$ cat src/rtl/act_feed_sequencer.sv
`default_nettype none
// +--------------------------------------------------------------------------+
// | act_feed_sequencer: per-layer sequencer driving FIFO feed and MAC accum. |
// | Rev 1.0                                                                  |
// +--------------------------------------------------------------------------+
module act_feed_sequencer #(
  parameter int CNT_W          = 16,
  parameter int TIMEOUT        = 1024,
  parameter int BYTES_PER_WORD = 4
) (
  input  logic             CLK,
  input  logic             RESETN,
  input  logic             START,
  input  logic             ABORT,
  input  logic [CNT_W-1:0] NUM_INPUTS,
  input  logic [CNT_W-1:0] NUM_OUTPUTS,
  input  logic             FIFO_EMPTY,
  input  logic             DATA_VALID,
  output logic             CLEAR_FIFO,
  output logic             START_FEED,
  output logic             ACC_CLEAR,
  output logic             ACC_STORE,
  output logic [CNT_W-1:0] OUT_IDX,
  output logic             BUSY,
  output logic             DONE,
  output logic             ERROR
);

  localparam int TMO_W = $clog2(TIMEOUT + 1);
  localparam logic [TMO_W-1:0] c_tmo_last = TMO_W'(TIMEOUT - 1);
  localparam logic [TMO_W-1:0] c_tmo_one  = TMO_W'(1);
  localparam logic [CNT_W-1:0] c_one      = CNT_W'(1);
  localparam logic [CNT_W-1:0] c_bpw      = CNT_W'(BYTES_PER_WORD);

  typedef enum logic [2:0] {
    S_IDLE      = 3'd0,
    S_CLEAR     = 3'd1,
    S_ACC_CLR   = 3'd2,
    S_WAIT_FILL = 3'd3,
    S_KICK      = 3'd4,
    S_FEED      = 3'd5,
    S_STORE     = 3'd6,
    S_FINISH    = 3'd7
  } state_t;

  state_t           r_state;
  state_t           w_next;
  logic [CNT_W-1:0] r_num_in;
  logic [CNT_W-1:0] r_num_out;
  logic [CNT_W-1:0] r_byte_cnt;
  logic [CNT_W-1:0] r_out_idx;
  logic [TMO_W-1:0] r_tmo_cnt;
  logic             r_error;

  logic w_cfg_ok;
  logic w_accept;
  logic w_last_byte;
  logic w_timeout;
  logic w_abort;
  logic w_err_set;

  assign w_cfg_ok    = (NUM_INPUTS != '0) && (NUM_OUTPUTS != '0) &&
                       ((NUM_INPUTS % c_bpw) == '0);
  assign w_accept    = (r_state == S_IDLE) && START && w_cfg_ok;
  assign w_last_byte = DATA_VALID && (r_byte_cnt == (r_num_in - c_one));
  assign w_timeout   = (r_state == S_WAIT_FILL) && FIFO_EMPTY && (r_tmo_cnt == c_tmo_last);
  assign w_abort     = (r_state != S_IDLE) && ABORT;

  // Data arriving outside the feed window means the controller overran us.
  assign w_err_set = ((r_state == S_IDLE) && START && !w_cfg_ok) || w_abort || w_timeout ||
                     (DATA_VALID && (r_state != S_KICK) && (r_state != S_FEED));

  always_comb begin
    w_next = r_state;
    if (w_abort) begin
      w_next = S_FINISH;
    end else begin
      case (r_state)
        S_IDLE:      if (START) w_next = w_cfg_ok ? S_CLEAR : S_FINISH;
        S_CLEAR:     w_next = S_ACC_CLR;
        S_ACC_CLR:   w_next = S_WAIT_FILL;
        S_WAIT_FILL: begin
          if (!FIFO_EMPTY)    w_next = S_KICK;
          else if (w_timeout) w_next = S_FINISH;
        end
        S_KICK:      w_next = w_last_byte ? S_STORE : S_FEED;
        S_FEED: begin
          if (w_last_byte)                    w_next = S_STORE;
          else if (!DATA_VALID && FIFO_EMPTY) w_next = S_WAIT_FILL;
        end
        S_STORE:     w_next = (r_out_idx == (r_num_out - c_one)) ? S_FINISH : S_ACC_CLR;
        S_FINISH:    w_next = S_IDLE;
        default:     w_next = S_IDLE;
      endcase
    end
  end

  always_ff @(posedge CLK) begin
    if (!RESETN) begin
      r_state    <= S_IDLE;
      r_num_in   <= '0;
      r_num_out  <= '0;
      r_byte_cnt <= '0;
      r_out_idx  <= '0;
      r_tmo_cnt  <= '0;
      r_error    <= 1'b0;
    end else begin
      r_state <= w_next;

      if (w_err_set)     r_error <= 1'b1;
      else if (w_accept) r_error <= 1'b0;

      case (r_state)
        S_IDLE: begin
          if (w_accept) begin
            r_num_in  <= NUM_INPUTS;
            r_num_out <= NUM_OUTPUTS;
            r_out_idx <= '0;
          end
        end
        S_ACC_CLR: begin
          r_byte_cnt <= '0;
          r_tmo_cnt  <= '0;
        end
        S_WAIT_FILL: begin
          if (FIFO_EMPTY) r_tmo_cnt <= r_tmo_cnt + c_tmo_one;
          else            r_tmo_cnt <= '0;
        end
        S_KICK, S_FEED: begin
          if (DATA_VALID && (r_byte_cnt != r_num_in)) r_byte_cnt <= r_byte_cnt + c_one;
        end
        S_STORE: begin
          if (w_next == S_ACC_CLR) r_out_idx <= r_out_idx + c_one;
        end
        default: ;
      endcase
    end
  end

  assign CLEAR_FIFO = (r_state == S_CLEAR);
  assign ACC_CLEAR  = (r_state == S_ACC_CLR);
  assign START_FEED = (r_state == S_KICK);
  assign ACC_STORE  = (r_state == S_STORE);
  assign BUSY       = (r_state != S_IDLE);
  assign DONE       = (r_state == S_FINISH);
  assign OUT_IDX    = r_out_idx;
  assign ERROR      = r_error;

endmodule
`default_nettype wire

$ cat config.mk
export PLATFORM = sky130hd
export DESIGN_NAME = act_feed_sequencer
export DESIGN_NICKNAME = d
export VERILOG_FILES = /design/src/rtl/act_feed_sequencer.sv
export SDC_FILE = /design/constraint.sdc
export NUM_CORES = 1
export LEC_CHECK = 0
export ABC_CLOCK_PERIOD_IN_PS = 5950
export BUFFER_PORTS_ARGS = -buffer_cell sky130_fd_sc_hd__buf_2
export CAP_MARGIN = 25
export CORE_MARGIN = 1.5
export CORE_UTILIZATION = 63
export DETAILED_ROUTE_END_ITERATION = 7
export PLACE_DENSITY = 0.86
export SLEW_MARGIN = 10
export SYNTH_ARGS = -nofsm -noshare
export SYNTH_HDL_FRONTEND = slang
export SYNTH_SLANG_ARGS = --single-unit
$ cat constraint.sdc
create_clock -name CLK -period 5.95 [get_ports CLK]
set_input_delay 0.595 -clock CLK [delete_from_list [all_inputs] [get_ports CLK]]
set_output_delay 0.595 -clock CLK [all_outputs]
set_load 0.05 [all_outputs]
## After elaboration in Yosys (flattened, before gate mapping)

Index checks and enable logic that the tools add are counted.

- $add $sub $neg: 5
- Equality and inequality tests: 17
- Muxes and demuxes: 19
- Reduce and logical (&&, ||, !) cells: 31

Operators with widths:

| kind | count |
|---|---|
| $pmux 16 s2 | 2 |
| $mux 16 | 3 |
| $add 16x1->16 const B | 2 |
| $eq 16x16->1 | 2 |
| $reduce_bool 16->1 | 2 |
| $sub 16x1->16 const B | 2 |
| $mux 3 | 8 |
| $pmux 3 s8 | 1 |
| $pmux 11 s2 | 1 |
| $logic_not 16->1 | 1 |
| $ne 16x16->1 | 1 |
| $logic_and 1x1->1 | 13 |
| $eq 3x3->1 const B | 4 |
| $add 11x1->11 const B | 1 |
| $eq 11x10->1 const B | 1 |
| $mux 11 | 1 |
| $eq 3x2->1 const B | 3 |
| $reduce_bool 2->1 | 4 |
| $ne 3x3->1 const B | 2 |
| $ne 2x2->1 const B | 2 |
| $reduce_and 2->1 | 2 |
| $eq 3x1->1 const B | 1 |
| $logic_not 3->1 | 1 |
| $logic_or 1x1->1 | 3 |
| 7 further kinds | 9 |

- Bits in registers: 79
- Input bits: 38
- Logic and storage cells: 79

## Longest topological paths before layout

Gate-level depths: netlist of the first run.

- Word-level depth: 10
- Depth in mapped cells: 12
- Mapped depth without buffers: 10

## Least setup slack after synthesis of the first run

Ideal clock, no wire load.

- Kind: register to register
- Start point: register r_state[1]
- End point: register r_out_idx[6], in the netlist OUT_IDX[6]
- Library setup time: 0.121 ns
- Arrival: 2.698 ns
- Data required time: 5.829 ns
- Path slack: 3.130 ns
- Cell stages (with the launch flop): 11
- Clock period less this slack: 2.820 ns
- Path through: dfxtp_1 nor2b_1 and2_1 clkbuf_1 nand3_1 a2111o_1 nor4_4 and3_4 buf_6 o22ai_2 mux2_4

- Elaborated cells between the ends (all ways): 27

RTL lines:

| what | line | RTL |
|---|---|---|
| from (decl) | 46 | `state_t r_state;` |
| from (signal assigned) | 108 | `r_state <= w_next;` |
| $eq 3x3->1 (*) | - |  |
| via ACC_STORE | 22 | `output logic ACC_STORE,` |
| $pmux 3 s8 | 78 | `case (r_state)` |
| $mux 3 | 75 | `if (w_abort) begin` |
| $eq 3x2->1 | 133 | `if (w_next == S_ACC_CLR) r_out_idx <= r_out_idx + c_one;` |
| $ne 2x1->1 (no line) | - |  |
| $reduce_and 3->1 (no line) | - |  |
| to (signal assigned) | 133 |  |
| to (decl) | 51 | `logic [CNT_W-1:0] r_out_idx;` |

Mark *: on every way through the listed nets, which the timed path passes. The rest lies on a longest branch.
A chain may end at the register's enable or synchronous reset.

## Worst setup path in the final report of the first run

- Start point: input port NUM_INPUTS[2]
- End point: register r_out_idx[4], in the netlist OUT_IDX[4]

- Longest elaborated chain between the ends: 10
- Elaborated cells between the ends (all ways): 12

Ends and longest elaborated chain:

| what | line | RTL |
|---|---|---|
| from (decl) | 15 | `input logic [CNT_W-1:0] NUM_INPUTS,` |
| $reduce_bool 16->1 (*) | 62 | `assign w_cfg_ok = (NUM_INPUTS != '0) && (NUM_OUTPUTS != '0) &&` |
| $logic_and 1x1->1 (*) (2 in a row) | 62 |  |
| $mux 3 (2 in a row) | 79 | `S_IDLE: if (START) w_next = w_cfg_ok ? S_CLEAR : S_FINISH;` |
| $pmux 3 s8 | 78 |  |
| $mux 3 | 75 |  |
| $eq 3x2->1 | 133 |  |
| $ne 2x1->1 (no line) | - |  |
| $reduce_and 3->1 (no line) (*) | - |  |

Mark *: on every way between the ends. The rest lies on a longest branch, timed or not.

==> flow_summary.json, run 1 <==
{
  "met2_length_um": 5938,
  "place_hpwl_um": 8659,
  "synth_area_um2": 4921,
  "via_count": 4548,
  "num-fill-cells": 607,
  "drtAntennaViolNets": 0,
  "critPathKind": "in2reg",
  "r2r-start": "r_state[2]",
  "coreArea_um2": 7647,
  "synth_top_area_cell": "dfxtp_1",
  "post_drt_wl_per_cell_um": 16.55,
  "total_leakage_power_uw": 0.002311,
  "layout_common_cells": "dfxtp_1, buf_2, nor2_1",
  "clockPowerShare": 0.373,
  "synth_top_area_share": 0.3214,
  "met3_length_um": 700,
  "cts.hold.buffers_added": 0,
  "vias_per_cell": 6.213,
  "drt_wl_total_um": 12110,
  "grt_max_degree": 59,
  "worstSkewPairLatency_ns": 0.36,
  "cts_num_sinks": 79,
  "p_switching_uw": 344.0,
  "cts_resized": 0,
  "wl_met1_um": 5175,
  "cp-end-kind": "register",
  "p_per_area_nw_per_um2": 223.0,
  "synth_seq_cells": 79,
  "drv_cap": 0,
  "grt_setup_unrepaired": "no",
  "syn-num-nets": 628,
  "crit_chain": "buf_2, nor4_1, nand4_1, nand4_1, buf_4, nand2_1, nor2_1, a41o_1",
  "grt_pass1_vias": 4375,
  "yosys_warnings": 0,
  "hp-start": "ERROR",
  "crit_path_start_kind": "input port",
  "highest_layer": "met4",
  "synthTopCellsByArea": "dfxtp_1, mux2i_1, xor2_1",
  "post-route-util": 0.7089,
  "combPwrFrac": 0.165,
  "insertedDiodeCount": 0,
  "postCtsSetupBuffers": 0,
  "die-area_um2": 8350,
  "swShare": 0.2845,
  "cpPeakStageDelay_ns": 0.58,
  "hold_viol": 0,
  "whs_ns": 0.4958,
  "grt_use_total": 0.3001,
  "cp_max_fo": 34,
  "dp_cells": 716,
  "final_common_cell": "dfxtp_1",
  "cp_data_arrival_time_ns": 3.41,
  "crit_required_ns": 6.26,
  "crit_path_start": "NUM_INPUTS[2]",
  "place_congestion": 0.9076,
  "cts_htree_levels": 3,
  "drt_pass1_iterations": 7,
  "synth_cell_type_count": 63,
  "crit_top_cell": "nand4_1",
  "drtIter0Drc": 307,
  "maxSlewHeadroom": 0.5708,
  "status": "finished, final reports clean",
  "num_io_pins": 61,
  "final_nets": 668,
  "cp_slowest_cell": "nor4_1",
  "clk_pin_slew_ns": 0.08,
  "cts_tree": "done",
  "fin_skew_ns": 0.01061,
  "pwr-share-seq": 0.461,
  "drc": 0,
  "final.period_utilization": 0.5211,
  "synth-seq-area-share": 0.3214,
  "synth_edf_count": 0,
  "dieHeight_um": 91.38,
  "io_buffers": 60,
  "grt_overflow": 0,
  "max_freq_mhz": 322.5,
  "setup-tns-final_ns": 0,
  "finalCriticalPeriod_ns": 3.101,
  "stdcell_count": 732,
  "hp-class": "reg2reg",
  "worst_pin_slew_ns": 0.6380,
  "ys.flop_type": "dfxtp_1",
  "drive_above_1_share": 0.1556,
  "grt_pass1_wl_um": 20390,
  "row_count": 32,
  "finalMaxSlewViolations": 0,
  "clockBufferDepth": 2,
  "root_buffer": "clkbuf_8",
  "fin_total_pwr_uw": 1209,
  "cts_made_buffers": 9,
  "finalSetupViolations": 0,
  "avgSynthCellArea_um2": 8.412,
  "area_growth_pct": 10.17,
  "synthCells": 585,
  "start_util": 0.6435,
  "die_w_um": 91.38,
  "internal_power_uw": 865.0,
  "ir_drop_mv": 0.1648,
  "synthArstFlopShare": 0,
  "antenna_found_initial": 0
}
power by group through the flow:
stage               Combinational (uW)  Clock, uW  Sequential, uW
floorplan                          156          0             561
finish                             200        451             558
detailed placement                 196          0             569
global placement                   190          0             569
global route                       216        482             560
CTS                                198        454             557
path summary, 6_finish.rpt:
path | end | slack, ns | cells past startpoint
max reg2reg | OUT_IDX[10] | 2.90 | 7
max | OUT_IDX[4] | 2.85 | 8
min | ERROR | 0.50 | 2
min reg2reg | ERROR | 0.50 | 2
worst max-delay path: cells and delay by family:
kind            cells  cell delay [ns]
buf+inv             2             0.66
compound gates      1             0.18
simple gates        5             1.96
per-layer routing:
metal | vias to the layer above | GRT usage
li1 | 2209 | -
met1 | 2141 | 0.3676
met2 | 164 | 0.5093
met3 | 34 | 0.06616
met4 | 0 | 0.1172
met5 | - | 0
metrics by stage:
stage	area, um^2	setup slack (ns)
after floorplan	4921	3.130
after global placement	5199	2.667
after detailed placement	5199	2.539
after CTS	5421	2.914
after global routing	5421	2.706
final	5421	2.849
sequential cells by signal (all words and copies together), names as in the netlist:
name and cells:
OUT_IDX 16, r_num_out 16, r_state 3, r_tmo_cnt 11, r_num_in 16, ERROR 1, r_byte_cnt 16
cell type report:
type | count | area, um^2 | share of cell area
Multi-Input combinational cell | 455 | 3107 | 0.5730
Sequential cell | 79 | 1582 | 0.2917
Timing Repair Buffer | 62 | 315.3 | 0.05816
Clock buffer | 11 | 141.4 | 0.02608
Tap cell | 102 | 127.6 | 0.02354
Clock inverter | 5 | 81.33 | 0.01500
Inverter | 18 | 67.56 | 0.01246
synthesized netlist by cell type (3+ instances only):
library cell,n
nand2b_1,4
a31oi_1,10
nor2b_1,38
ha_1,5
a211o_1,4
buf_6,5
clkbuf_1,23
a211oi_1,5
or3_1,9
nand4b_1,7
and3_1,10
and2_1,6
o21a_1,6
o21ai_0,15
a21oi_1,24
o31ai_1,10
xor2_1,30
nand2_1,37
buf_2,3
nor2_1,45
inv_1,18
a22oi_1,3
mux2i_1,36
nor3b_1,6
nor3_1,9
nand4_1,19
or4_1,12
dfxtp_1,79
nor4_1,16
nand3_1,24
xnor2_1,23
cell families after synthesis:
family | synth area share
AO/OA/AOI/OAI | 0.1370
XOR/XNOR | 0.09433
adder cells (fa/ha/maj) | 0.01271
buffers and inverters | 0.04729
flip-flops | 0.3214
multiplexers | 0.07933
AND/OR/NAND/NOR | 0.3079
(Power assumes the default switching activity.)
==> run 2: changes to the inputs <==
--- a/config.mk
+++ b/config.mk
@@ -5,13 +5,13 @@
 export SDC_FILE = /design/constraint.sdc
 export NUM_CORES = 1
 export LEC_CHECK = 0
-export ABC_CLOCK_PERIOD_IN_PS = 5950
+export ABC_CLOCK_PERIOD_IN_PS = 2830
 export BUFFER_PORTS_ARGS = -buffer_cell sky130_fd_sc_hd__buf_2
 export CAP_MARGIN = 25
 export CORE_MARGIN = 1.5
-export CORE_UTILIZATION = 63
+export CORE_UTILIZATION = 53
 export DETAILED_ROUTE_END_ITERATION = 7
-export PLACE_DENSITY = 0.86
+export PLACE_DENSITY = 0.77
 export SLEW_MARGIN = 10
 export SYNTH_ARGS = -nofsm -noshare
 export SYNTH_HDL_FRONTEND = slang
==> constraint.sdc (replaced) <==
create_clock -name CLK -period 2.83 [get_ports CLK]
set_input_delay 0.283 -clock CLK [delete_from_list [all_inputs] [get_ports CLK]]
set_output_delay 0.283 -clock CLK [all_outputs]
set_load 0.05 [all_outputs]
==> run 2 against run 1 <==
Sequential share of layout area shrank 1.6 points. Worst setup slack got worse by 2.8 ns. Die area rose by 18%. First-iteration DRC count fell by 25%. Sequential power rose by 110%. Final cell count is 5.3% higher. Wire length grew 6.4%. Critical path type is now reg2reg.
==> flow_summary.json, run 2 (synthesis gave the netlist of run 1 again) <==
{
  "drv_cap": 0,
  "worstSkewPairLatency_ns": 0.36,
  "critPathKind": "reg2reg",
  "cts_tree": "done",
  "status": "finished, final reports clean",
  "grt_pass1_vias": 4437,
  "io_buffers": 60,
  "fin_ws_ns": 0.04053,
  "p_switching_uw": 744.1,
  "drt_pass1_iterations": 6,
  "layout_common_cells": "dfxtp_1, buf_2, nor2_1",
  "dieHeight_um": 99.36,
  "regToRegEndpoint": "OUT_IDX[6]",
  "crit_path_start_kind": "register",
  "crit_chain": "inv_2, ha_4, or4b_4, nor2_4, mux2i_1, a211o_1, nor4_4, and3_4, o22ai_2, mux2_4",
  "crit_end": "OUT_IDX[6]",
  "num_io_pins": 61,
  "grt_overflow": 0,
  "finalCriticalPeriod_ns": 2.789,
  "grt_pass1_wl_um": 20810,
  "drt_wl_total_um": 12880,
  "hp-class": "in2reg",
  "area_growth_pct": 16.50,
  "row_count": 34,
  "p_per_area_nw_per_um2": 435.4,
  "root_buffer": "clkbuf_8",
  "fin_skew_ns": 0.009658,
  "drive_above_1_share": 0.2112,
  "multi_input_area_um2": 3201,
  "hold_viol": 0,
  "ff_latch_area_um2": 1583,
  "maxSlewHeadroom": 0.5971,
  "cts.hold.buffers_added": 0,
  "cpPeakStageDelay_ns": 0.51,
  "grt_max_degree": 33,
  "pwr-share-seq": 0.464,
  "ir_drop_mv": 0.2298,
  "insertedDiodeCount": 0,
  "place_congestion": 0.9382,
  "drtAntennaViolNets": 0,
  "num-fill-cells": 771,
  "die-area_um2": 9871,
  "die_w_um": 99.36,
  "total_leakage_power_uw": 0.002507,
  "clk_pin_slew_ns": 0.09,
  "cp_max_fo": 6,
  "crit_required_ns": 3.08,
  "cp_slowest_cell": "or4b_4",
  "final_common_cell": "dfxtp_1",
  "drc": 0,
  "fin_total_pwr_uw": 2496,
  "via_count": 4706,
  "reg2reg_depth": 10,
  "internal_power_uw": 1752,
  "max_freq_mhz": 358.5,
  "cts_num_sinks": 79,
  "dp_slack_ns": 0.06231,
  "cp_data_arrival_time_ns": 3.04,
  "coreArea_um2": 8848,
  "final.period_utilization": 0.9857,
  "finalSetupViolations": 0,
  "clockBufferDepth": 2,
  "cts_made_buffers": 9,
  "vias_per_cell": 6.104,
  "start_util": 0.5561,
  "final_nets": 702,
  "antenna_found_initial": 0,
  "reg2reg_slack_ns": 0.04,
  "finalMaxSlewViolations": 0,
  "swShare": 0.2981,
  "clockPowerShare": 0.330,
  "cts_htree_levels": 3,
  "r2r-start": "r_num_out[0]",
  "post_drt_wl_per_cell_um": 16.71,
  "combPwrFrac": 0.207,
  "worst_pin_slew_ns": 0.6026,
  "drtIter0Drc": 230,
  "grt_setup_unrepaired": "yes",
  "grt_use_total": 0.2590,
  "crit_path_start": "r_num_out[0]",
  "place_hpwl_um": 9437,
  "cp-end-kind": "register"
}
run 2: cell count changes in the layout (fill, tap and decap cells not counted), moves of 2 or more:
| cell | delta |
|---|---|
| inv_1 | -2 |
| buf_4 | +31 |
| nor4_4 | +2 |
| inv_2 | +2 |
| and3_2 | +2 |
run 2: layer usage:
layer / up-vias / wire (um) / track usage / share of wire
met5: - / 0 / 0 / 0
met4: 0 / 233 / 0.1062 / 0.018
met3: 25 / 659 / 0.03935 / 0.051
met2: 160 / 6302 / 0.4341 / 0.49
met1: 2246 / 5688 / 0.3342 / 0.44
li1: 2275 / - / - / -
run 2: worst max-delay path, delay by kind of cell, from the launching register on:
kind,cells,cell delay (ns)
DFF,1,0.33
adders and majority gates,1,0.14
AOI/OAI and AO/OA,2,0.37
buffers and inverters,1,0.07
and+or+nand+nor,4,1.37
muxes,2,0.40
run 2: what timing repair did:
item	CTS	global route
gates resized for setup	0	16
setup buffers	0	4
endpoints found under the setup margin	0	13
run 2: area by class of cell:
cell class,instances,area share
flip-flops and latches,79,0.2761
inverters,18,0.01179
clock buffers,11,0.02292
repair buffers,94,0.09908
well taps,108,0.02357
multi-input cells,457,0.5583
clock inverters,4,0.008293
run 2: worst min-delay path by stage:
stage / depth (start not counted) / from / slack [ns] / end
2_1_floorplan: 2 / NUM_INPUTS[10] / 0.45 / r_num_in[10]
3_3_place_gp: 2 / ERROR / 0.47 / ERROR
3_5_place_dp: 2 / ERROR / 0.48 / ERROR
4_1_cts: 3 / NUM_OUTPUTS[7] / 0.20 / r_num_out[7]
5_1_grt: 3 / NUM_OUTPUTS[10] / 0.21 / r_num_out[10]
6_report: 3 / NUM_OUTPUTS[7] / 0.20 / r_num_out[7]
run 2: power groups by stage:
stage                     Sequential (uW)  Clock [uW]  Combinational (uW)
after global routing                 1160         880                 558
after CTS                            1160         822                 479
final                                1160         823                 516
after floorplan                      1180           0                 327
after detailed placement             1180           0                 476
after global placement               1180           0                 462
run 2: stage by stage:
stage                     setup TNS (ns)  utilization  hold WS (ns)  instance area [um^2]  std cells
after global routing            -0.07847       0.6479        0.2073                  5733        771
after detailed placement               0       0.6135        0.4779                  5429        750
after CTS                              0       0.6338        0.1956                  5608        765
after global placement                 0       0.6135        0.4712                  5429        750
after floorplan                        0            -        0.4492                  4921        585
final                                  0       0.6479        0.1972                  5733        771
